**src/rtl/scurve_scan_ctrl.sv**
```systemverilog
// scurve_scan_ctrl: S-curve threshold scan sequencer; steps DAC0 threshold, reloads slow control,
// counts OUT_TRIG0B falling edges per point and streams framed (DAC, count) pairs into the USB FIFO.
module scurve_scan_ctrl #(
   parameter int DAC_W = 10,
   parameter int CNT_W = 16,
   parameter int SETTLE_CYCLES = 400,
   parameter logic [CNT_W-1:0] HEADER_WORD = CNT_W'(16'h5343),
   parameter logic [CNT_W-1:0] TRAILER_WORD = CNT_W'(16'hFF45)
) (
   input  logic             Clk,
   input  logic             reset,
   input  logic             Scan_start,
   input  logic             Scan_abort,
   input  logic [DAC_W-1:0] StartDac,
   input  logic [DAC_W-1:0] EndDac,
   input  logic [DAC_W-1:0] DacStep,
   input  logic [15:0]      CountTime,
   input  logic             Config_Done,
   input  logic             OUT_TRIG0B,
   input  logic             ext_fifo_full,
   output logic [DAC_W-1:0] DAC0_Vth,
   output logic             Sc_start_load,
   output logic [CNT_W-1:0] Scan_data,
   output logic             Scan_data_en,
   output logic             Scan_busy,
   output logic             Scan_done
);
   localparam int TW = ($clog2(SETTLE_CYCLES + 1) > 16) ? $clog2(SETTLE_CYCLES + 1) : 16;
   typedef enum logic [3:0] {IDLE, HDR, LOAD, WAITCFG, SETTLE, COUNT, WR_DAC, WR_CNT, NEXT, TAIL} state_t;
   state_t state, next;
   logic [DAC_W-1:0] end_q, step_q;
   logic [15:0] ct_q;
   logic [TW-1:0] timer;
   logic [CNT_W-1:0] count;
   logic [1:0] cfg_q;
   logic [2:0] trig_q;
   logic [DAC_W:0] sum;
   logic cfg_rise, trig_fall, fire, at_end, accept, last_settle, last_count;

   assign cfg_rise = cfg_q[0] & ~cfg_q[1];
   assign trig_fall = trig_q[2] & ~trig_q[1];
   // one extra bit so a step past the top code can never wrap back into range
   assign sum = {1'b0, DAC0_Vth} + {1'b0, step_q};
   assign at_end = (DAC0_Vth == end_q) || (sum > {1'b0, end_q});
   assign accept = (state == IDLE) && Scan_start && !Scan_abort;
   assign fire = (state inside {HDR, WR_DAC, WR_CNT, TAIL}) && !ext_fifo_full;
   assign last_settle = timer == TW'(SETTLE_CYCLES - 1);
   assign last_count = timer == TW'(ct_q - 16'd1);

   always_ff @(posedge Clk or posedge reset)
      if (reset) state <= IDLE;
      else state <= next;

   always_comb begin
      next = state;
      Sc_start_load = state == LOAD;
      Scan_busy = state != IDLE;
      Scan_data_en = fire;
      Scan_data = (state == HDR) ? HEADER_WORD :
                  (state == WR_DAC) ? CNT_W'(DAC0_Vth) :
                  (state == WR_CNT) ? count :
                  (state == TAIL) ? TRAILER_WORD : '0;
      case (state)
         IDLE:    next = accept ? HDR : IDLE;
         HDR:     next = !fire ? HDR : (DAC0_Vth > end_q) ? TAIL : LOAD;
         LOAD:    next = WAITCFG;
         WAITCFG: next = cfg_rise ? SETTLE : WAITCFG;
         SETTLE:  next = last_settle ? COUNT : SETTLE;
         COUNT:   next = last_count ? WR_DAC : COUNT;
         WR_DAC:  next = fire ? WR_CNT : WR_DAC;
         WR_CNT:  next = fire ? NEXT : WR_CNT;
         NEXT:    next = at_end ? TAIL : LOAD;
         TAIL:    next = fire ? IDLE : TAIL;
         default: next = IDLE;
      endcase
      if (Scan_abort && state != IDLE) next = IDLE;
   end

   always_ff @(posedge Clk or posedge reset)
      if (reset) begin
         DAC0_Vth <= '0;
         end_q <= '0;
         step_q <= '0;
         ct_q <= '0;
         timer <= '0;
         count <= '0;
         cfg_q <= '0;
         trig_q <= '1;
         Scan_done <= 1'b0;
      end else begin
         cfg_q <= {cfg_q[0], Config_Done};
         trig_q <= {trig_q[1:0], OUT_TRIG0B};
         Scan_done <= (state == TAIL) && fire && !Scan_abort;
         timer <= (next != state || state == IDLE) ? '0 : timer + 1'b1;
         if (accept) begin
            DAC0_Vth <= StartDac;
            end_q <= EndDac;
            step_q <= (DacStep == '0) ? DAC_W'(1) : DacStep;
            ct_q <= (CountTime == 16'd0) ? 16'd1 : CountTime;
         end
         if (state == NEXT && !at_end && !Scan_abort) DAC0_Vth <= sum[DAC_W-1:0];
         if (state == SETTLE) count <= '0;
         else if (state == COUNT && trig_fall && count != '1) count <= count + 1'b1;
      end
endmodule
```
**config.mk**
```make
export PLATFORM = sky130hd
export DESIGN_NAME = scurve_scan_ctrl
export DESIGN_NICKNAME = d
export VERILOG_FILES = /design/src/rtl/scurve_scan_ctrl.sv
export SDC_FILE = /design/constraint.sdc
export NUM_CORES = 1
export LEC_CHECK = 0
export ABC_AREA = 1
export BUFFER_PORTS_ARGS = -buffer_cell sky130_fd_sc_hd__buf_2
export CAP_MARGIN = 20
export CORE_MARGIN = 5
export CORE_UTILIZATION = 35
export DETAILED_ROUTE_END_ITERATION = 16
export GPL_TIMING_DRIVEN = 0
export PLACE_DENSITY = 0.59
export SLEW_MARGIN = 20
export SYNTH_ARGS = -nofsm -noshare
export SYNTH_HDL_FRONTEND = slang
export SYNTH_SLANG_ARGS = --single-unit
```
**constraint.sdc**
```tcl
create_clock -name Clk -period 6.3 [get_ports Clk]
set_clock_uncertainty 0.15 [all_clocks]
set_input_delay 0.315 -clock Clk [delete_from_list [all_inputs] [get_ports Clk]]
set_output_delay 0.315 -clock Clk [all_outputs]
set_load 0.01 [all_outputs]
```
==> insert_results.sql <==
INSERT INTO impl_metrics (metric_group, metric, value, unit) VALUES
('layout', 'final_layout_size_suffix_gt1_share', '16.09', '%'),
('sta', 'post-route-period-util', '64.44', '%'),
('route', 'vias', '5493', ''),
('die', 'die_w', '141.4', 'microns'),
('worst_setup_path', 'crit-reg2reg-launch', 'DAC0_Vth[4]', ''),
('worst_hold_path', 'worst_hold_startpoint', 'EndDac[2]', ''),
('clock_tree', 'cts_made_buffers', '9', ''),
('sta', 'final_period_minus_worst_setup_slack', '4.059', 'ns'),
('worst_setup_path', 'setup.worst_path.end_class', 'register', ''),
('sta', 'fmax', '246.3', 'MHz'),
('clock_tree', 'cts_num_sinks', '88', ''),
('sta', 'final.hold.worst_slack', '0.01796', 'ns'),
('clock_tree', 'worst_skew_pair.late_latency', '0.36', 'ns'),
('yosys', 'sequential_fraction_of_the_synthesis_area', '36.52', '%'),
('yosys', 'yosys-mux-area-fraction', '0', '%'),
('grt', 'first_global_vias', '5415', ''),
('yosys', 'syn-mean-instance-area', '7.285', 'sq um'),
('sta', 'hold_viol', '0', ''),
('worst_setup_path', 'timing.critical_path.required', '6.38', 'ns'),
('yosys', 'combinational_family_with_the_most_area_after_synthesis', 'simple AND/OR/NAND/NOR gates', ''),
('route', 'firstDrtPassIters', '4', ''),
('worst_setup_path', 'worstRegToRegCells', '20', ''),
('yosys', 'netlist_instances', '829', ''),
('clock_tree', 'clock_root_buffer', 'clkbuf_16', ''),
('yosys', 'compound_gate_portion_of_the_synthesized_area', '9.488', '%'),
('grt', 'global_route.overflow_total', '0', ''),
('die', 'initial_core_util', '35.29', '%'),
('grt', 'first_pass_grt_wire_length', '27550', 'microns'),
('sta', 'setup_tns_final', '0', 'ns'),
('clock_tree', 'cts_resized', '0', ''),
('die', 'floorplan.io_pins', '83', ''),
('sta', 'finalSetupViolations', '0', ''),
('die', 'fp.coreArea', '0.01712', 'sq mm'),
('grt', 'largest_net_degree_at_the_start_of_global_routing', '68', ''),
('clock_tree', 'cts.htree.levels', '3', ''),
('sta', 'rsz0062_at_grt', 'false', ''),
('yosys', 'yosys_warning_count', '0', ''),
('outcome', 'run_status', 'complete, no violations', ''),
('sta', 'report.final.slew_viol_count', '0', ''),
('placed_design', 'dpl.cell_count', '1137', ''),
('worst_setup_path', 'timing_worst_setup_path_type', 'reg2reg', ''),
('layout', 'non_filler_cells_in_the_finished_layout', '1157', ''),
('worst_setup_path', 'crit_fanout', '10', ''),
('route', 'vias_per_cell', '4.748', ''),
('grt', 'globalRouteTotalUtil', '17.21', '%'),
('worst_setup_path', 'cp-startpoint', 'DAC0_Vth[4]', ''),
('yosys', 'synth_adder_area_share', '7.168', '%'),
('placed_design', 'dp.final_hpwl', '13200', 'microns'),
('route', 'routed_wirelength', '16540', 'microns'),
('yosys', 'synth_simple_gate_area_share', '32.59', '%'),
('layout', 'area_growth_from_synthesis_to_final_layout', '18.04', '%'),
('worst_setup_path', 'arrival', '4.14', 'ns'),
('worst_hold_path', 'worst_min_delay_path_category', 'in2reg', ''),
('route', 'ant_nets', '0', ''),
('clock_tree', 'cts_tree', 'built', ''),
('placed_design', 'post-place-ws', '2.304', 'ns'),
('layout', 'num_antenna_cells', '0', ''),
('route', 'wl_per_cell', '14.30', 'microns'),
('die', 'die_height', '141.4', 'microns'),
('pwr', 'static-leakage-power', '3.596', 'nW'),
('worst_hold_path', 'whs_path_depth', '3', ''),
('clock_tree', 'clk_pin_slew', '0.07', 'ns'),
('placed_design', 'port_buffers', '82', ''),
('route', 'drcViolationCount', '0', ''),
('yosys', 'synthDistinctLibCells', '44', ''),
('grt', 'antenna_found_initial', '0', ''),
('die', 'placementRows', '48', ''),
('clock_tree', 'maximum_buffer_depth_of_the_clock_tree', '2', ''),
('pwr', 'worst_ir_drop_vdd', '0.1770', 'mV'),
('yosys', 'yosys.area_share.xor_xnor', '5.366', '%'),
('yosys', 'mappedNetlistArea', '0.006040', 'sq mm'),
('sta', 'final.setup.worst_slack', '2.241', 'ns'),
('sta', 'worst_pin_slew', '0.6326', 'ns'),
('sta', 'worst_slew_margin_rel', '57.44', '%'),
('yosys', 'mapped_nets', '916', ''),
('worst_setup_path', 'worstSetupStartpointType', 'register', ''),
('yosys', 'synthesized_flop_and_latch_total', '88', ''),
('route', 'drt_first_iter_violations', '230', ''),
('layout', 'net_count_reported_at_finish', '1014', ''),
('placed_design', 'gp_congestion', '0.8707', ''),
('job', 'max_cap_violations', '0', ''),
('pwr', 'power-per-cell-area', '473.9', 'mW/mm^2'),
('die', 'design.die.area', '0.01998', 'sq mm');
==> layer usage <==
layer | global-route usage (%) | share of wire, % | vias to the layer above
met5 | 0 | 0 | -
met4 | 5.507 | 1.6 | 0
met3 | 3.370 | 3.9 | 14
met2 | 25.86 | 44 | 98
met1 | 24.92 | 51 | 2518
li1 | - | - | 2863
==> per-stage QoR <==
step	power, W	area (sq um)	utilization [%]
floorplan	0.002267	6040	-
global placement	0.002764	6731	39.33
detailed placement	0.002785	6764	39.52
CTS	0.003405	7129	41.65
global route	0.003737	7129	41.65
finish	0.003379	7129	41.65
==> power breakdown <==
part / internal [W] / switching (W) / total [W]
Sequential: 0.000722 / 0.000172 / 0.000895
Combinational: 0.000694 / 0.00119 / 0.00189
Clock: 0.000353 / 0.000245 / 0.000598
Total: 0.00177 / 0.00161 / 0.00338
==> path summary, 6_finish.rpt <==
path                                    end  slack (ns)
worst max-delay path            DAC0_Vth[3]        2.24
worst min-delay path               end_q[2]        0.02
worst max register to register  DAC0_Vth[3]        2.24
worst min register to register    trig_q[1]        0.20
max in group asynchronous         trig_q[2]        5.06
min in group asynchronous           ct_q[0]        0.30
==> Yosys cell counts, drive strengths merged <==
master | number | share of area, %
nand4 | 9 | 1.0
nand3b | 3 | 0.37
xnor2 | 15 | 2.2
nand3 | 49 | 4.8
o21a | 2 | 0.25
dfrtp | 85 | 35
inv | 121 | 7.5
a21o | 2 | 0.25
nor2 | 76 | 5.5
a21oi | 22 | 1.9
o22ai | 4 | 0.41
o221ai | 2 | 0.29
clkinv | 1 | 0.062
nor3 | 37 | 4.0
dfstp | 3 | 1.3
nand2 | 245 | 15
a211oi | 1 | 0.12
and2 | 1 | 0.10
fa | 1 | 0.33
a31oi | 4 | 0.41
o211ai | 2 | 0.25
o2111ai | 4 | 0.58
clkbuf | 14 | 0.91
nor4 | 10 | 1.0
a22oi | 5 | 0.62
buf | 2 | 0.37
a21boi | 1 | 0.12
nor3b | 1 | 0.21
o21ai | 51 | 4.2
ha | 33 | 6.8
or2 | 1 | 0.10
xor2 | 22 | 3.2
==> registers in the layout, indices dropped and copies added (netlist names) <==
register   flops
DAC0_Vth      10
Scan_done      1
cfg_q          2
count         16
ct_q          16
end_q         10
state          4
step_q        10
timer         16
trig_q         3
==> final cells by class <==
| class | instances | area (sq um) |
|---|---|---|
| well taps | 225 | 281.5 |
| clock inverters | 7 | 100.1 |
| fillers | 1817 | 9987 |
| clock buffers | 9 | 225.2 |
| plain buffers | 16 | 77.57 |
| repair buffers | 87 | 478.0 |
| multi-input cells | 603 | 3298 |
| flip-flops and latches | 88 | 2206 |
| inverters | 122 | 462.9 |
==> cell families after synthesis <==
kind of cell / Yosys count
buffers and inverters: 138
flip-flops: 88
adder cells (fa/ha/maj): 34
AND/OR/NAND/NOR: 432
XOR/XNOR: 37
AO/OA/AOI/OAI: 100
==> what timing repair did <==
item,CTS,global route
hold buffers,4,0
endpoints found under the hold margin,24,0
buffers inserted,0,0
==> cell usage in the layout, fill, tap and decap left out, types with 20 or more instances in the layout <==
cell     synthesis  layout
inv_1          112     111
xor2_1          22      22
dfrtp_1         85      85
nand2_1        242     242
a21oi_1         20      20
o21ai_0         48      48
nand3_1         44      44
nor3_1          26      26
ha_1            33      33
buf_2            0      82
nor2_1          66      66
==> worst max-delay path, cell delays in order (launching register included) <==
cell and delay [ns]:
dfrtp_1 0.45, ha_1 0.40, nand2_1 0.07, nor3_1 0.15, nor2_1 0.10, o21ai_0 0.28, nand2_1 0.08, nand2_1 0.07
a21oi_1 0.07, xnor2_1 0.29, ha_1 0.31, a21oi_1 0.13, a21boi_0 0.18, nand2_1 0.07, nand2_1 0.06, nand2_1 0.11
inv_1 0.09, nand3_1 0.23, clkbuf_1 0.31, o21ai_0 0.21, o21ai_0 0.11
Note: power is estimated with default switching activity, not from simulation.
